--- src/rtl/stage_pkg.sv ---
// Shared types for the stage responder: FSM states, ALU opcodes, stage indices.
package stage_pkg;

  typedef enum logic [1:0] {
    IDLE  = 2'd0,
    RUN   = 2'd1,
    ERROR = 2'd2
  } state_t;

  typedef enum logic [1:0] {
    OP_ADD = 2'd0,
    OP_SUB = 2'd1,
    OP_AND = 2'd2,
    OP_XOR = 2'd3
  } op_t;

  localparam logic [1:0] ST_LOAD_A = 2'd0;
  localparam logic [1:0] ST_LOAD_B = 2'd1;
  localparam logic [1:0] ST_EXEC   = 2'd2;
  localparam logic [1:0] ST_WB     = 2'd3;

  // Index of the lowest set bit; callers guarantee at most one bit is set.
  function automatic logic [1:0] onehot_idx(input logic [3:0] v);
    logic [1:0] idx;
    idx = 2'd0;
    if (v[0])      idx = 2'd0;
    else if (v[1]) idx = 2'd1;
    else if (v[2]) idx = 2'd2;
    else if (v[3]) idx = 2'd3;
    return idx;
  endfunction

endpackage

--- src/rtl/stage_alu.sv ---
// Combinational ALU for the execute stage; zero latency.
// Subtract reports carry = 1 when no borrow occurs (A >= B).
module stage_alu
  import stage_pkg::*;
#(
  parameter int WIDTH = 8
) (
  input  logic [WIDTH-1:0] a,
  input  logic [WIDTH-1:0] b,
  input  op_t              op,
  output logic [WIDTH-1:0] res,
  output logic             carry
);

  logic [WIDTH:0] ext;

  always_comb begin
    ext   = '0;
    res   = '0;
    carry = 1'b0;
    case (op)
      OP_ADD: begin
        ext   = {1'b0, a} + {1'b0, b};
        res   = ext[WIDTH-1:0];
        carry = ext[WIDTH];
      end
      OP_SUB: begin
        ext   = {1'b0, a} + {1'b0, ~b} + {{WIDTH{1'b0}}, 1'b1};
        res   = ext[WIDTH-1:0];
        carry = ext[WIDTH];
      end
      OP_AND: res = a & b;
      OP_XOR: res = a ^ b;
      default: res = '0;
    endcase
  end

endmodule

--- src/rtl/stage_responder.sv ---
// Executes one stage per accepted enable edge: load A, load B, ALU op, write back.
// Completion (done) comes STAGE_CYCLES edges after the start edge; protocol errors lock up until reset.
module stage_responder
  import stage_pkg::*;
#(
  parameter int WIDTH        = 8,
  parameter int STAGE_CYCLES = 4
) (
  input  logic             clk,
  input  logic             rst,
  input  logic             en1,
  input  logic             en2,
  input  logic             en3,
  input  logic             en4,
  input  logic [WIDTH-1:0] a_in,
  input  logic [WIDTH-1:0] b_in,
  input  logic [1:0]       op,
  output logic             busy,
  output logic             done,
  output logic [1:0]       stage_id,
  output logic [WIDTH-1:0] result,
  output logic             result_valid,
  output logic             carry,
  output logic             zero,
  output logic             err
);

  localparam int CW = (STAGE_CYCLES > 1) ? $clog2(STAGE_CYCLES) : 1;
  localparam logic [CW-1:0] CNT_INIT = CW'(STAGE_CYCLES - 1);

  state_t           state;
  logic [CW-1:0]    cnt;
  logic [1:0]       exp_stage;
  logic [3:0]       en;
  logic [3:0]       en_q;
  logic [3:0]       starts;
  logic             multi;
  logic             start_any;
  logic [1:0]       start_idx;
  logic             proto_err;
  logic [WIDTH-1:0] a_r;
  logic [WIDTH-1:0] b_r;
  logic [WIDTH-1:0] res_r;
  logic             carry_r;
  logic [WIDTH-1:0] alu_res;
  logic             alu_carry;

  assign en        = {en4, en3, en2, en1};
  assign starts    = en & ~en_q;
  assign multi     = ($countones(en) > 1);
  assign start_any = |starts;
  assign start_idx = onehot_idx(starts);

  // Any new start while a stage runs is illegal, even when the old enable drops on the same edge.
  assign proto_err = (state != ERROR) &&
                     (multi || (start_any && ((state == RUN) || (start_idx != exp_stage))));

  stage_alu #(
    .WIDTH(WIDTH)
  ) u_alu (
    .a    (a_r),
    .b    (b_r),
    .op   (op_t'(op)),
    .res  (alu_res),
    .carry(alu_carry)
  );

  always_ff @(posedge clk or posedge rst) begin
    if (rst) begin
      state        <= IDLE;
      cnt          <= '0;
      exp_stage    <= 2'd0;
      en_q         <= 4'd0;
      a_r          <= '0;
      b_r          <= '0;
      res_r        <= '0;
      carry_r      <= 1'b0;
      busy         <= 1'b0;
      done         <= 1'b0;
      stage_id     <= 2'd0;
      result       <= '0;
      result_valid <= 1'b0;
      carry        <= 1'b0;
      zero         <= 1'b0;
      err          <= 1'b0;
    end else begin
      en_q <= en;
      done <= 1'b0;
      if (proto_err) begin
        state <= ERROR;
        err   <= 1'b1;
        busy  <= 1'b0;
      end else begin
        case (state)
          IDLE: begin
            if (start_any) begin
              state    <= RUN;
              cnt      <= CNT_INIT;
              stage_id <= start_idx;
              busy     <= 1'b1;
            end
          end
          RUN: begin
            if (!en[stage_id]) begin
              state <= IDLE;
              busy  <= 1'b0;
            end else if (cnt == '0) begin
              case (stage_id)
                ST_LOAD_A: begin
                  a_r          <= a_in;
                  result_valid <= 1'b0;
                end
                ST_LOAD_B: b_r <= b_in;
                ST_EXEC: begin
                  res_r   <= alu_res;
                  carry_r <= alu_carry;
                end
                ST_WB: begin
                  result       <= res_r;
                  carry        <= carry_r;
                  zero         <= (res_r == '0);
                  result_valid <= 1'b1;
                end
                default: ;
              endcase
              done      <= 1'b1;
              busy      <= 1'b0;
              exp_stage <= exp_stage + 2'd1;
              state     <= IDLE;
            end else begin
              cnt <= cnt - 1'b1;
            end
          end
          ERROR: ;
          default: state <= ERROR;
        endcase
      end
    end
  end

endmodule

--- config.mk ---
export PLATFORM = sky130hd
export DESIGN_NAME = stage_responder
export DESIGN_NICKNAME = d
export VERILOG_FILES = /design/src/rtl/stage_pkg.sv /design/src/rtl/stage_alu.sv /design/src/rtl/stage_responder.sv
export SDC_FILE = /design/constraint.sdc
export NUM_CORES = 1
export LEC_CHECK = 0
export BUFFER_PORTS_ARGS = -buffer_cell sky130_fd_sc_hd__clkbuf_2
export CELL_PAD_IN_SITES_DETAIL_PLACEMENT = 1
export CELL_PAD_IN_SITES_GLOBAL_PLACEMENT = 1
export CORE_AREA = 4 4 89 91
export CTS_BUF_LIST = sky130_fd_sc_hd__clkbuf_16
export CTS_CLUSTER_DIAMETER = 100
export DETAILED_ROUTE_END_ITERATION = 7
export DIE_AREA = 0 0 93 95
export GPL_ROUTABILITY_DRIVEN = 1
export GPL_TIMING_DRIVEN = 0
export MAX_ROUTING_LAYER = met4
export PLACE_DENSITY = 0.76
export SLEW_MARGIN = 20
export SYNTH_ARGS = -nofsm -noshare
export SYNTH_HDL_FRONTEND = slang
export SYNTH_HIERARCHICAL = 1
export SYNTH_SLANG_ARGS = --single-unit
--- constraint.sdc ---
create_clock -name clk -period 3.01 [get_ports clk]
set_input_delay 0.1505 -clock clk [delete_from_list [all_inputs] [get_ports clk]]
set_output_delay 0.1505 -clock clk [all_outputs]
set_load 0.01 [all_outputs]
==> Word level (Yosys, flattened, before mapping) <==
Cells that the tools add are included.
{ "totals": {"regBits": 51, "latch_bits": 0, "mem_bits_rw": 0, "rom_bits": 0, "input_bits": 24, "output_inout_bits": 16, "word_cells": 98, "mem_count": 0} }
{ "op_classes": {"addsub": 8, "n_mul": 0, "div": 0, "order_cmp": 2, "n_eq_ne": 16, "shift": 0, "mux": 27, "bitwise_logic": 6, "reduce_logical": 23} }
{ "ops": {"columns": ["operator", "n"], "rows": [
  ["case mux 8 bit (4 select lines)", 1],
  ["AND reduction 5 bit", 6],
  ["2-to-1 mux 2 bit", 11],
  ["adder 8 x 8 -> 9 bit", 2],
  ["equality test 2 bit (second input constant)", 5],
  ["adder 9 x 1 -> 9 bit (second input constant)", 1],
  ["2-to-1 mux 1 bit", 9],
  ["AND reduction 3 bit", 3],
  ["AND 8 bit", 1],
  ["zero test 2 bit", 4],
  ["zero test 8 bit", 1],
  ["!= test 2 bit (second input constant)", 4],
  ["inverter 8 bit", 1],
  ["XOR 8 bit", 1],
  ["equality test 2 x 1 -> 1 bit (second input constant)", 3],
  ["case mux 1 bit (2 select lines)", 3],
  ["case mux 2 bit (3 select lines)", 1],
  ["adder 1 x 1 -> 2 bit", 2],
  ["AND 4 bit", 1],
  ["!= test 4 x 3 -> 1 bit (second input constant)", 1],
  ["inverter 4 bit", 1],
  ["case mux 2 bit (2 select lines)", 1],
  ["AND reduction 4 bit", 1],
  ["nonzero test 2 bit", 2],
  ["14 further kinds", 16]
]} }

==> Longest topological paths before layout <==
{ "logic_depth": {"word_depth": 13, "ltp_mapped": 9, "mapped_depth_nobuf": 9} }

==> Hierarchy <==
Netlist, hierarchy kept.
{ "by_module_without_submodules": {"columns": ["mod", "n_inst", "cells_each", "area_each_um2", "seq_area_each_um2"], "rows": [
  ["stage_responder", 1, 173, 2244.7, 1276.2],
  ["stage_alu", 1, 129, 934.6, 0.0]
]} }

==> Worst setup path after synthesis <==
OpenSTA, ideal clock, no wires.
{ "synth_timing": {"path_kind": "register -> register", "startpoint": "register b_r[0]", "endpoint": "register carry_r", "setup_time_ns": 0.128, "arrival_time_ns": 1.998, "required_time_ns": 2.882, "setup_slack_ns": 0.884, "stages_incl_launch_ff": 10, "path_buffers": 0, "period_less_slack_ns": 2.126, "cell_sequence": "dfrtp_1 > ha_1 > inv_1 > fa_1 > o21bai_1 > a221oi_1 > o21ai_0 > a2111oi_0 > a311oi_1 > mux2_1"} }
{ "synth_between": {"elab_chain_len": 4, "elab_cells_between_ends": 5, "classes_between": "add/sub (3); mux (1); bitwise (1)"} }
{ "synth_rtl": {"columns": ["item", "line", "text"], "rows": [
  ["start, declared", "stage_responder.sv:42", "logic [WIDTH-1:0] b_r;"],
  ["start signal, assigned", "stage_responder.sv:113", "ST_LOAD_B: b_r <= b_in;"],
  ["inverter 8 bit", "stage_alu.sv:28", "ext = {1'b0, a} + {1'b0, ~b} + {{WIDTH{1'b0}}, 1'b1};"],
  ["adder 8 x 8 -> 9 bit", "stage_alu.sv:28", null],
  ["adder 9 x 1 -> 9 bit", "stage_alu.sv:28", null],
  ["case mux 1 bit (2 select lines) *", "stage_alu.sv:21", "case (op)"],
  ["named net alu_carry", "stage_responder.sv:46", "logic alu_carry;"],
  ["end signal, assigned", "stage_responder.sv:116", "carry_r <= alu_carry;"],
  ["end, declared", "stage_responder.sv:44", "logic carry_r;"]
]} }
The timed path passes the listed nets; every way through them passes the cells marked *.
A chain may end at the register's enable or synchronous reset.

==> Final worst setup path <==
Ends and elaborated chain as after synthesis.

==> metrics.cfg <==
[outcome]
status = finished, final reports clean

[finish]
drive_gt1_share_pct = 20.9
n_fill_cell = 837
num_antenna_cells = 0
final_nets = 398
final_core_util_pct = 51.8
synthToLayoutAreaGrowth_pct = 16.2

[power_and_ir_drop]
cellPowerDensity_nw_per_um2 = 391
peakVddDrop_v = 0.000288
seqPwrFrac_pct = 47.7
combPwrFrac_pct = 6.6
p_sw_share_pct = 22.6
power.share.clock_pct = 45.7
p_leak_nw = 1.88
cellInternalPower_mw = 1.12
switchingPower_uw = 327

[die]
die_w_um = 93
initial_utilization_pct = 44.5
die_h_um = 95
top_level_ports = 40
core-area_um2 = 7140
fp.dieArea_um2 = 8840
num_rows = 31

[synth]
synth_most_common_cell = dfrtp_1
yosys-top-cells-count = 51 x dfrtp_1, 33 x mux2_1, 27 x inv_1
synth.avg_cell_area_um2 = 10.5
syn-cell-area_um2 = 3180
yosysUniqueCellTypes = 60
ys.flop_type = dfrtp_1
yosys_warnings = 6
syn_inst = 302
yosysSeqAreaShare_pct = 40.1
synth_edf_count = 0
synth.net_count = 351
async_flop_share_pct = 100
ys_top_cells_by_area = dfrtp_1 40%, mux2_1 12%, ha_1 8.7%, inv_1 3.2%, a21oi_1 2.7%
synth_seq_cells = 51
yosys.area.top_type = dfrtp_1
synth_top_area_share_pct = 40.1

[global_routing]
grt_util_met3_pct = 2.79
grt_pass1_wl_mm = 12.8
globalRouteOverflowTotal = 0
grt_pass1_vias = 2674
grt_use_met1_pct = 21.6
track_usage_pct = 18.9
antenna_found_initial = 0
top_usage_layer = met2
grt_util_met2_pct = 34.6
grt_max_degree = 34

[clock_tree]
cts_tree = done
cts_resized = 0
cts_root_buf = clkbuf_16
clock_latency_ns = 0.29
clk_pin_slew_ns = 0.07
h-tree-depth = 2
clock_sinks = 51
clockBufferDepth = 2
numCtsBuffers = 5

[placement]
gp_congestion = 0.898
io_buffers = 38
dp.final_hpwl_mm = 5.84

[detailed_routing]
via_count = 2410
via_per_inst = 5.37
drt_wl_total_mm = 7.50
ant_nets = 0
first_pass_iters = 4
drtIter0Drc = 103
drcViolationCount = 0
post_drt_wl_per_cell_um = 16.7

[critical_path]
startpoint_type = register
worstPathCellList = ha_1 -> inv_1 -> fa_1 -> o21bai_1 -> a221oi_1 -> o21ai_0 -> a2111oi_0 -> a311oi_1 -> mux2_1
path_max_fanout = 4
cp.required_ns = 3.18
cp_slowest_cell = a2111oi_0
worstPathArrival_ns = 2.77
end_kind = register
worstSetupPathType = reg2reg
critPathMaxStageDelay_ns = 0.47

[timing]
finalHoldViolCount = 0
finalCriticalPeriod_ns = 2.60
setup_viol = 0
drv_slew = 0
slew_headroom_pct = 65.4
tightest_slew_ns = 0.520
fin_crit_sh_pct = 86.3
timing.setup.tns_ns = 0
finClkSkew_ns = 0.00538
max_freq_mhz = 385
rsz0062_at_grt = false

[min_path]
hold_class = in2reg

[run]
max_cap_violations = 0

sequential cells by signal (all words and copies together) (netlist names), 2 cells and up:
name       flops
a_r            8
b_r            8
res_r          8
stage_id       2
exp_stage      2
cnt            2
result         8
state          2
en_q           4
cells in the final DEF (no fill, tap or decap), types with 2 or more instances in the layout:
| master | instances |
|---|---|
| nand2b_1 | 7 |
| mux2_1 | 33 |
| nor2b_1 | 7 |
| a211oi_1 | 3 |
| buf_2 | 3 |
| o21ai_0 | 14 |
| nand3b_1 | 2 |
| ha_1 | 22 |
| mux2i_1 | 2 |
| nand3_1 | 7 |
| and2_1 | 4 |
| xor2_1 | 2 |
| nor3_1 | 3 |
| a221oi_1 | 3 |
| mux2_2 | 3 |
| buf_4 | 4 |
| o21bai_1 | 2 |
| a2111oi_0 | 2 |
| o31ai_1 | 2 |
| a21oi_1 | 17 |
| nand2_1 | 10 |
| dfrtp_1 | 51 |
| inv_1 | 26 |
| a21o_1 | 2 |
| o211ai_1 | 2 |
| nand4_1 | 2 |
| nor2_1 | 22 |
| nor4_1 | 3 |
| or2_2 | 2 |
| fa_1 | 3 |
| o21a_1 | 3 |
| buf_6 | 3 |
| xnor2_1 | 3 |
| clkbuf_2 | 39 |
| clkbuf_16 | 5 |
area by class of cell:
type                            instances  area (um2)  share of cell area, %
Inverter                               27         101                   2.74
Clock buffer                            5         125                   3.39
Buffer                                 11        83.8                   2.27
Timing Repair Buffer                   40         220                   5.96
Sequential cell                        51        1280                   34.5
Multi-Input combinational cell        213        1720                   46.5
Clock inverter                          3        46.3                   1.25
Tap cell                               99         124                   3.35
critical path: cells and delay by family, from the launching register on:
kind,cells,cell delay [ns]
DFF,1,0.42
muxes,1,0.31
AOI/OAI and AO/OA,5,1.18
adders and majority gates,2,0.48
buffers and inverters,1,0.08
power groups by stage:
stage	Clock, mW	Combinational [mW]	Sequential, mW
finish	0.660	0.0951	0.689
global route	0.703	0.108	0.689
CTS	0.673	0.0959	0.688
detailed placement	0	0.0945	0.702
global placement	0	0.0877	0.702
floorplan	0	0.0538	0.702
path summary, 6_finish.rpt:
check / startpoint / endpoint / slack [ns] / cells after the start
min reg2reg: result[3] / result[3] / 0.49 / 1
max reg2reg: b_r[0] / carry_r / 0.41 / 9
max: b_r[0] / carry_r / 0.41 / 9
max in group asynchronous: rst / stage_id[0] / 2.09 / 4
min: en4 / en_q[3] / 0.02 / 1
min in group asynchronous: rst / result[3] / 0.39 / 3
per-stage QoR:
step	power [mW]	instances	cell area [um2]	setup slack [ns]	hold slack, ns
final	1.44	449	3690	0.412	0.0225
after global routing	1.50	449	3690	0.243	0.0264
after CTS	1.46	449	3690	0.408	0.0208
after detailed placement	0.797	440	3510	0.540	0.165
after global placement	0.790	439	3490	0.617	0.321
after floorplan	0.756	302	3180	0.884	0.182
kinds of logic after synthesis:
group	share of synthesized area, %
multiplexers	14.1
buffers and inverters	5.82
AND/OR/NAND/NOR	13.2
flip-flops	40.1
AO/OA/AOI/OAI	14.8
adder cells (fa/ha/maj)	10.5
XOR/XNOR	1.38
per-layer routing:
metal | vias up | part of all wire (%)
li1 | 1158 | -
met1 | 1199 | 43
met2 | 42 | 53
met3 | 11 | 2.9
met4 | 0 | 1.7
met5 | - | 0
what timing repair did:
action                    in CTS  in global routing
buffers inserted               0                  0
hold endpoints to repair      18                  0
hold buffers                   1                  0
No activity file was read; power rests on OpenSTA's default activity.
